[src/rtl/reg_file_ctrl_if.sv]
`default_nettype none
// ---------------------------------------------------------------------------
// Module   : reg_file_ctrl_if
// Brief    : Host access bundle for reg_file_ctrl (strobes, address, data, status).
// Revision : 1.0 - initial release
// ---------------------------------------------------------------------------
interface reg_file_ctrl_if #(
    parameter int AW = 8,
    parameter int DW = 8
);
    logic          clr_i;
    logic [AW-1:0] addr_i;
    logic [DW-1:0] wdata_i;
    logic [DW-1:0] wmask_i;
    logic          wen_i;
    logic          ren_i;
    logic [DW-1:0] rdata_o;
    logic          rvalid_o;
    logic          busy_o;
    logic          err_o;

    modport master (
        output clr_i, addr_i, wdata_i, wmask_i, wen_i, ren_i,
        input  rdata_o, rvalid_o, busy_o, err_o
    );

    modport slave (
        input  clr_i, addr_i, wdata_i, wmask_i, wen_i, ren_i,
        output rdata_o, rvalid_o, busy_o, err_o
    );
endinterface
`default_nettype wire

[src/rtl/reg_file_ctrl.sv]
`default_nettype none
// ---------------------------------------------------------------------------
// Module   : reg_file_ctrl
// Brief    : Register file with masked writes, background clear sweep and access-error flag.
// Revision : 1.0 - initial release
// ---------------------------------------------------------------------------
module reg_file_ctrl #(
    parameter int            DW    = 8,
    parameter int            AW    = 8,
    parameter int            DEPTH = 256,
    parameter logic [DW-1:0] INIT  = '0
) (
    input  wire logic        clk,
    input  wire logic        rst,
    reg_file_ctrl_if.slave   bus
);

    localparam int            c_cw        = $clog2(DEPTH) + 1;
    localparam int            c_iw        = (DEPTH > 1) ? $clog2(DEPTH) : 1;
    localparam logic [AW:0]   c_depth_ext = (AW+1)'(DEPTH);
    localparam logic [c_cw-1:0] c_last    = c_cw'(DEPTH - 1);

    typedef enum logic [0:0] {
        S_CLEAR = 1'b0,
        S_READY = 1'b1
    } state_t;

    state_t            state_q, state_d;
    logic [c_cw-1:0]   cnt_q, cnt_d;
    logic [DW-1:0]     rdata_q, rdata_d;
    logic              rvalid_q, rvalid_d;
    logic              err_q, err_d;

    logic [DW-1:0]     mem_q [DEPTH];
    logic              mem_we;
    logic [c_iw-1:0]   mem_waddr;
    logic [DW-1:0]     mem_wdata;

    logic              w_in_range;
    logic              w_reject;
    logic              w_wr_ok;
    logic              w_rd_ok;
    logic [c_iw-1:0]   w_idx;
    logic [DW-1:0]     w_rd_word;

    assign w_idx      = bus.addr_i[c_iw-1:0];
    assign w_rd_word  = mem_q[w_idx];
    assign w_in_range = ({1'b0, bus.addr_i} < c_depth_ext);
    // Any strobe is refused while sweeping, alongside a clear, or past the last entry.
    assign w_reject   = (bus.wen_i | bus.ren_i) &
                        ((state_q != S_READY) | bus.clr_i | ~w_in_range);
    assign w_wr_ok    = bus.wen_i & ~w_reject;
    assign w_rd_ok    = bus.ren_i & ~w_reject;

    always_comb begin
        state_d   = state_q;
        cnt_d     = cnt_q;
        rdata_d   = rdata_q;
        rvalid_d  = bus.ren_i;
        err_d     = w_reject;
        mem_we    = 1'b0;
        mem_waddr = w_idx;
        mem_wdata = (w_rd_word & ~bus.wmask_i) | (bus.wdata_i & bus.wmask_i);

        // Read-first: the read port sees the word before this cycle's write lands.
        if (w_rd_ok) begin
            rdata_d = w_rd_word;
        end else if (bus.ren_i) begin
            rdata_d = '0;
        end

        if (bus.clr_i) begin
            state_d = S_CLEAR;
            cnt_d   = '0;
        end else if (state_q == S_CLEAR) begin
            mem_we    = 1'b1;
            mem_waddr = cnt_q[c_iw-1:0];
            mem_wdata = INIT;
            cnt_d     = cnt_q + 1'b1;
            if (cnt_q == c_last) begin
                state_d = S_READY;
            end
        end else if (w_wr_ok) begin
            mem_we = 1'b1;
        end
    end

    always_ff @(posedge clk) begin
        if (rst) begin
            state_q  <= S_CLEAR;
            cnt_q    <= '0;
            rdata_q  <= '0;
            rvalid_q <= 1'b0;
            err_q    <= 1'b0;
        end else begin
            state_q  <= state_d;
            cnt_q    <= cnt_d;
            rdata_q  <= rdata_d;
            rvalid_q <= rvalid_d;
            err_q    <= err_d;
        end
    end

    // Storage has no reset; it is only ever initialised by the sweep.
    always_ff @(posedge clk) begin
        if (!rst && mem_we) begin
            mem_q[mem_waddr] <= mem_wdata;
        end
    end

    assign bus.rdata_o  = rdata_q;
    assign bus.rvalid_o = rvalid_q;
    assign bus.err_o    = err_q;
    assign bus.busy_o   = (state_q == S_CLEAR);

endmodule
`default_nettype wire

[src/flat_wrapper.sv]
// flat-port wrapper written by rule: the top's interface ports become plain ports
module reg_file_ctrl_flat 
#(
    parameter int            DW    = 8,
    parameter int            AW    = 8,
    parameter int            DEPTH = 256,
    parameter logic [DW-1:0] INIT  = '0
)
  (clk, rst, bus_clr_i, bus_addr_i, bus_wdata_i, bus_wmask_i, bus_wen_i, bus_ren_i, bus_rdata_o, bus_rvalid_o, bus_busy_o, bus_err_o);
  reg_file_ctrl_if #(.AW(AW), .DW(DW)) bus_i ();
  input  wire logic clk;
  input  wire logic rst;
  input wire logic [$bits(bus_i.clr_i)-1:0] bus_clr_i;
  input wire logic [$bits(bus_i.addr_i)-1:0] bus_addr_i;
  input wire logic [$bits(bus_i.wdata_i)-1:0] bus_wdata_i;
  input wire logic [$bits(bus_i.wmask_i)-1:0] bus_wmask_i;
  input wire logic [$bits(bus_i.wen_i)-1:0] bus_wen_i;
  input wire logic [$bits(bus_i.ren_i)-1:0] bus_ren_i;
  output wire logic [$bits(bus_i.rdata_o)-1:0] bus_rdata_o;
  output wire logic [$bits(bus_i.rvalid_o)-1:0] bus_rvalid_o;
  output wire logic [$bits(bus_i.busy_o)-1:0] bus_busy_o;
  output wire logic [$bits(bus_i.err_o)-1:0] bus_err_o;
  assign bus_i.clr_i = bus_clr_i;
  assign bus_i.addr_i = bus_addr_i;
  assign bus_i.wdata_i = bus_wdata_i;
  assign bus_i.wmask_i = bus_wmask_i;
  assign bus_i.wen_i = bus_wen_i;
  assign bus_i.ren_i = bus_ren_i;
  assign bus_rdata_o = bus_i.rdata_o;
  assign bus_rvalid_o = bus_i.rvalid_o;
  assign bus_busy_o = bus_i.busy_o;
  assign bus_err_o = bus_i.err_o;
  reg_file_ctrl #(.DW(DW), .AW(AW), .DEPTH(DEPTH), .INIT(INIT)) u_core (.clk(clk), .rst(rst), .bus(bus_i));
endmodule
[config.mk]
export PLATFORM = sky130hd
export DESIGN_NAME = reg_file_ctrl_flat
export DESIGN_NICKNAME = d
export VERILOG_FILES = /design/src/rtl/reg_file_ctrl_if.sv /design/src/rtl/reg_file_ctrl.sv /design/src/flat_wrapper.sv
export SDC_FILE = /design/constraint.sdc
export NUM_CORES = 2
export LEC_CHECK = 0
export ABC_AREA = 0
export BUFFER_PORTS_ARGS = -buffer_cell sky130_fd_sc_hd__buf_2
export CAP_MARGIN = 10
export CORE_MARGIN = 4
export CORE_UTILIZATION = 45
export CTS_CLUSTER_DIAMETER = 80
export DETAILED_ROUTE_END_ITERATION = 16
export HOLD_SLACK_MARGIN = 0.05
export PLACE_DENSITY = 0.67
export RECOVER_POWER = 25
export SLEW_MARGIN = 40
export SYNTH_ARGS = -nofsm -noshare
export SYNTH_HDL_FRONTEND = slang
export SYNTH_SLANG_ARGS = --single-unit
[constraint.sdc]
create_clock -name clk -period 29 [get_ports clk]
set_input_delay 4.35 -clock clk [delete_from_list [all_inputs] [get_ports clk]]
set_output_delay 4.35 -clock clk [all_outputs]
set_load 0.01 [all_outputs]
==> reports/metrics.yaml <==
run_status:
  outcome: "finished with violations"
  failed_checks: "capacitance limit, slew limit"
setup_path:
  timing.rr.start: "u_core.state_q"
  cp_max_fo: 81
  cp_cell_sequence: "clkbuf_1 > clkbuf_1 > clkbuf_1 > and2_0 > nand2_1 > o21ai_0 > a21oi_1 > nor4_1 > a311oi_2 > o41ai_2 > buf_6 > buf_6 > buf_16"
  cp-start-kind: "primary input"
  slowest_stage: "clkbuf_1"
  arrival_ns: 15.23
  startpoint: "bus_addr_i[1]"
  worst_r2r_path_depth: 5
  crit_top_cell: "clkbuf_1"
  crit_family: "buffers and inverters"
  crit_buf_inv: 6
  crit_path_end_kind: "register"
  max_stage_delay_ns: 2.36
  r2r_end: "u_core.mem_q[112][7]"
  worstPathRequired_ns: 29.61
  crit_type: "primary input to register"
  rrSetupSlack_ns: 23.58
layout:
  finalNonFillerCells: 6486
  seq_area_sq_um: 61900
  multiInputGateArea_sq_um: 18300
  mostFrequentLayoutCells: "edfxtp_1 (2048), mux4_2 (405), nor2_1 (207), clkbuf_16 (201), nor2_2 (112)"
  synthToLayoutAreaGrowth_pct: 10.6
  nNetsFinal: 3982
  final.fill_count: 14200
  final_common_cell: "edfxtp_1"
  drive_above_1_share_pct: 23.7
placed_design:
  io_buffer_count: 39
  place_inst: 6115
  dp_hpwl_um: 126000
  gp_congestion: 0.897
power:
  powerDensity_nw_per_um2: 67.4
  ir_worst_vdd_mv: 0.0714
  leakage_nw: 28.1
synthesis:
  seq_area_frac_synth_pct: 75.7
  synth_seq_cells: 2068
  synthDistinctLibCells: 85
  ys_warn_count: 0
  synth_enable_flop_cells: 2048
  syn-cell-area_sq_um: 81800
  syn_avg_cell_area_sq_um: 21.3
  synthCells: 3837
  synth_ff_type: "edfxtp_1"
  synth_nets: 3868
  synthArstFlopShare_pct: 0
drt:
  drtAntennaViolNets: 0
  drc: 0
  drt_iter0_drc: 5397
  first_pass_iters: 6
  avgViaCountPerCell: 6.19
  wl_per_cell_um: 31.6
  vias: 40200
  drt-total-wl_um: 205000
floorplan:
  core-area_sq_um: 181000
  dieArea_sq_um: 189000
  io_pins: 40
  rows: 156
  start_util_pct: 45.2
  die_w_um: 434
  fp.dieH_um: 434
job:
  maxCapViolCount: 9
cts:
  cts_sinks: 2068
  ctsResizeCount: 0
  cts_tree: "done"
  postCtsSetupRepairBufs: 0
  clk_pin_slew_worst_paths_ns: 0.06
  cts-root-buf: "clkbuf_16"
  h-tree-depth: 4
  cts_buffers: 198
  clockBufferDepth: 3
  holdBufCountCts: 0
  worstSkewPairLatency_ns: 0.84
sta:
  fin_crit_ns: 14.62
  setup_tns_ns: 0
  slew_headroom_pct: -112
  slew_viol_final: 204
  setup_viol: 0
  rsz0062_at_grt: "no"
  worst_pin_slew_ns: 3.18
  timing.final.crit_share_pct: 50.4
  fin_skew_ns: 0.0508
  max_clock_freq_mhz: 68.4
  hold_viol_final: 0
global_routing:
  grt.overflow.total: 0
  grt_pass1_vias: 39300
  grt.total_usage_pct: 21.7
  grt_pass1_wl_um: 293000
  grt_max_degree: 141
  antenna_found_initial: 7
worst_hold_path:
  hp-start: "u_core.cnt_q[8]"
  hold-path-endpoint: "u_core.cnt_q[8]"
  hold_class: "register to register"
  hold_depth: 2
[state kept, by name (all words and copies together) (netlist names)]
name	count
u_core.bus.err_o	1
u_core.bus.rdata_o	8
u_core.bus.rvalid_o	1
u_core.cnt_q	9
u_core.mem_q	2048
u_core.state_q	1
[kinds of logic after synthesis]
group                      after synthesis  share of synthesized area (%)
AOI/OAI and AO/OA                      320                           2.87
xor gates and xnor gates                 6                         0.0643
adders and majority gates                2                         0.0306
buffers and inverters                  232                           2.49
DFF                                   2068                           75.7
muxes                                  615                           15.6
and+or+nand+nor                        594                           3.20
[worst min-delay path, cell delays in order, from the launching register on]
cell,delay [ns]
dfxtp_1,0.32
a21oi_1,0.06
nor2_1,0.08
[synth_stat cells (all sizes together) (4+ instances only)]
library cell | instances | area, sq um
and2b | 4 | 31.3
mux2 | 17 | 195
dfxtp | 20 | 400
a31oi | 6 | 37.5
nand3 | 39 | 195
nor2 | 321 | 1210
a211oi | 28 | 215
o41ai | 10 | 118
nand3b | 9 | 67.6
a2111oi | 6 | 60.1
buf | 139 | 1450
or3 | 7 | 45.1
a22o | 15 | 133
and2 | 11 | 71.3
mux4 | 499 | 11600
nor4 | 9 | 56.3
o211ai | 11 | 82.6
nor3 | 32 | 170
nand2 | 105 | 397
inv | 5 | 18.8
nand2b | 11 | 68.8
o22ai | 47 | 294
a21oi | 43 | 223
a22oi | 54 | 405
clkbuf | 86 | 557
o21ai | 37 | 185
nor2b | 23 | 144
edfxtp | 2048 | 61500
a221oi | 17 | 180
a211o | 4 | 35.0
or2 | 8 | 50.1
and3 | 4 | 25.0
mux2i | 99 | 991
o31ai | 18 | 150
xor2 | 4 | 35.0
[stage by stage]
step	power [mW]	utilization, %	cell area (sq um)	hold slack, ns	setup slack, ns
CTS	6.12	50.0	90400	0.500	19.33
detailed placement	3.71	46.7	84400	0.486	18.48
finish	6.10	50.0	90400	0.501	14.38
global placement	3.70	46.4	83800	0.466	18.10
global route	6.27	50.0	90400	0.511	13.76
floorplan	3.64	-	81800	0.454	5.86
[cell type report]
type | count | area share [%]
Inverter | 6 | 0.0249
Clock buffer | 257 | 5.81
Antenna cell | 4 | 0.0111
Timing Repair Buffer | 140 | 1.30
Tap cell | 2370 | 3.28
Sequential cell | 2068 | 68.5
Multi-Input combinational cell | 1537 | 20.2
Clock inverter | 104 | 0.912
[routing by layer]
| layer | vias to the layer above | global-route usage [%] | wire, um |
|---|---|---|---|
| li1 | 16300 | - | - |
| met1 | 21200 | 30.0 | 78700 |
| met3 | 438 | 4.15 | 18800 |
| met2 | 2205 | 34.3 | 98100 |
| met4 | 0 | 8.93 | 9590 |
| met5 | - | 0 | 0 |
[where the power goes]
group | internal, mW | switching [mW] | total, mW | leakage (nW)
clock | 1.35 | 1.09 | 2.44 | 2.97
sequential | 3.32 | 0.000656 | 3.32 | 18.9
combinational | 0.104 | 0.228 | 0.332 | 6.26
[worst max path at each step]
stage,to,cells after the start
after floorplan,u_core.mem_q[0][3],11
after global placement,u_core.mem_q[148][2],13
after detailed placement,u_core.mem_q[132][1],13
after CTS,u_core.mem_q[239][4],12
after global routing,u_core.mem_q[232][4],13
final,u_core.mem_q[135][4],13
Note: power is estimated with default switching activity, not from simulation.
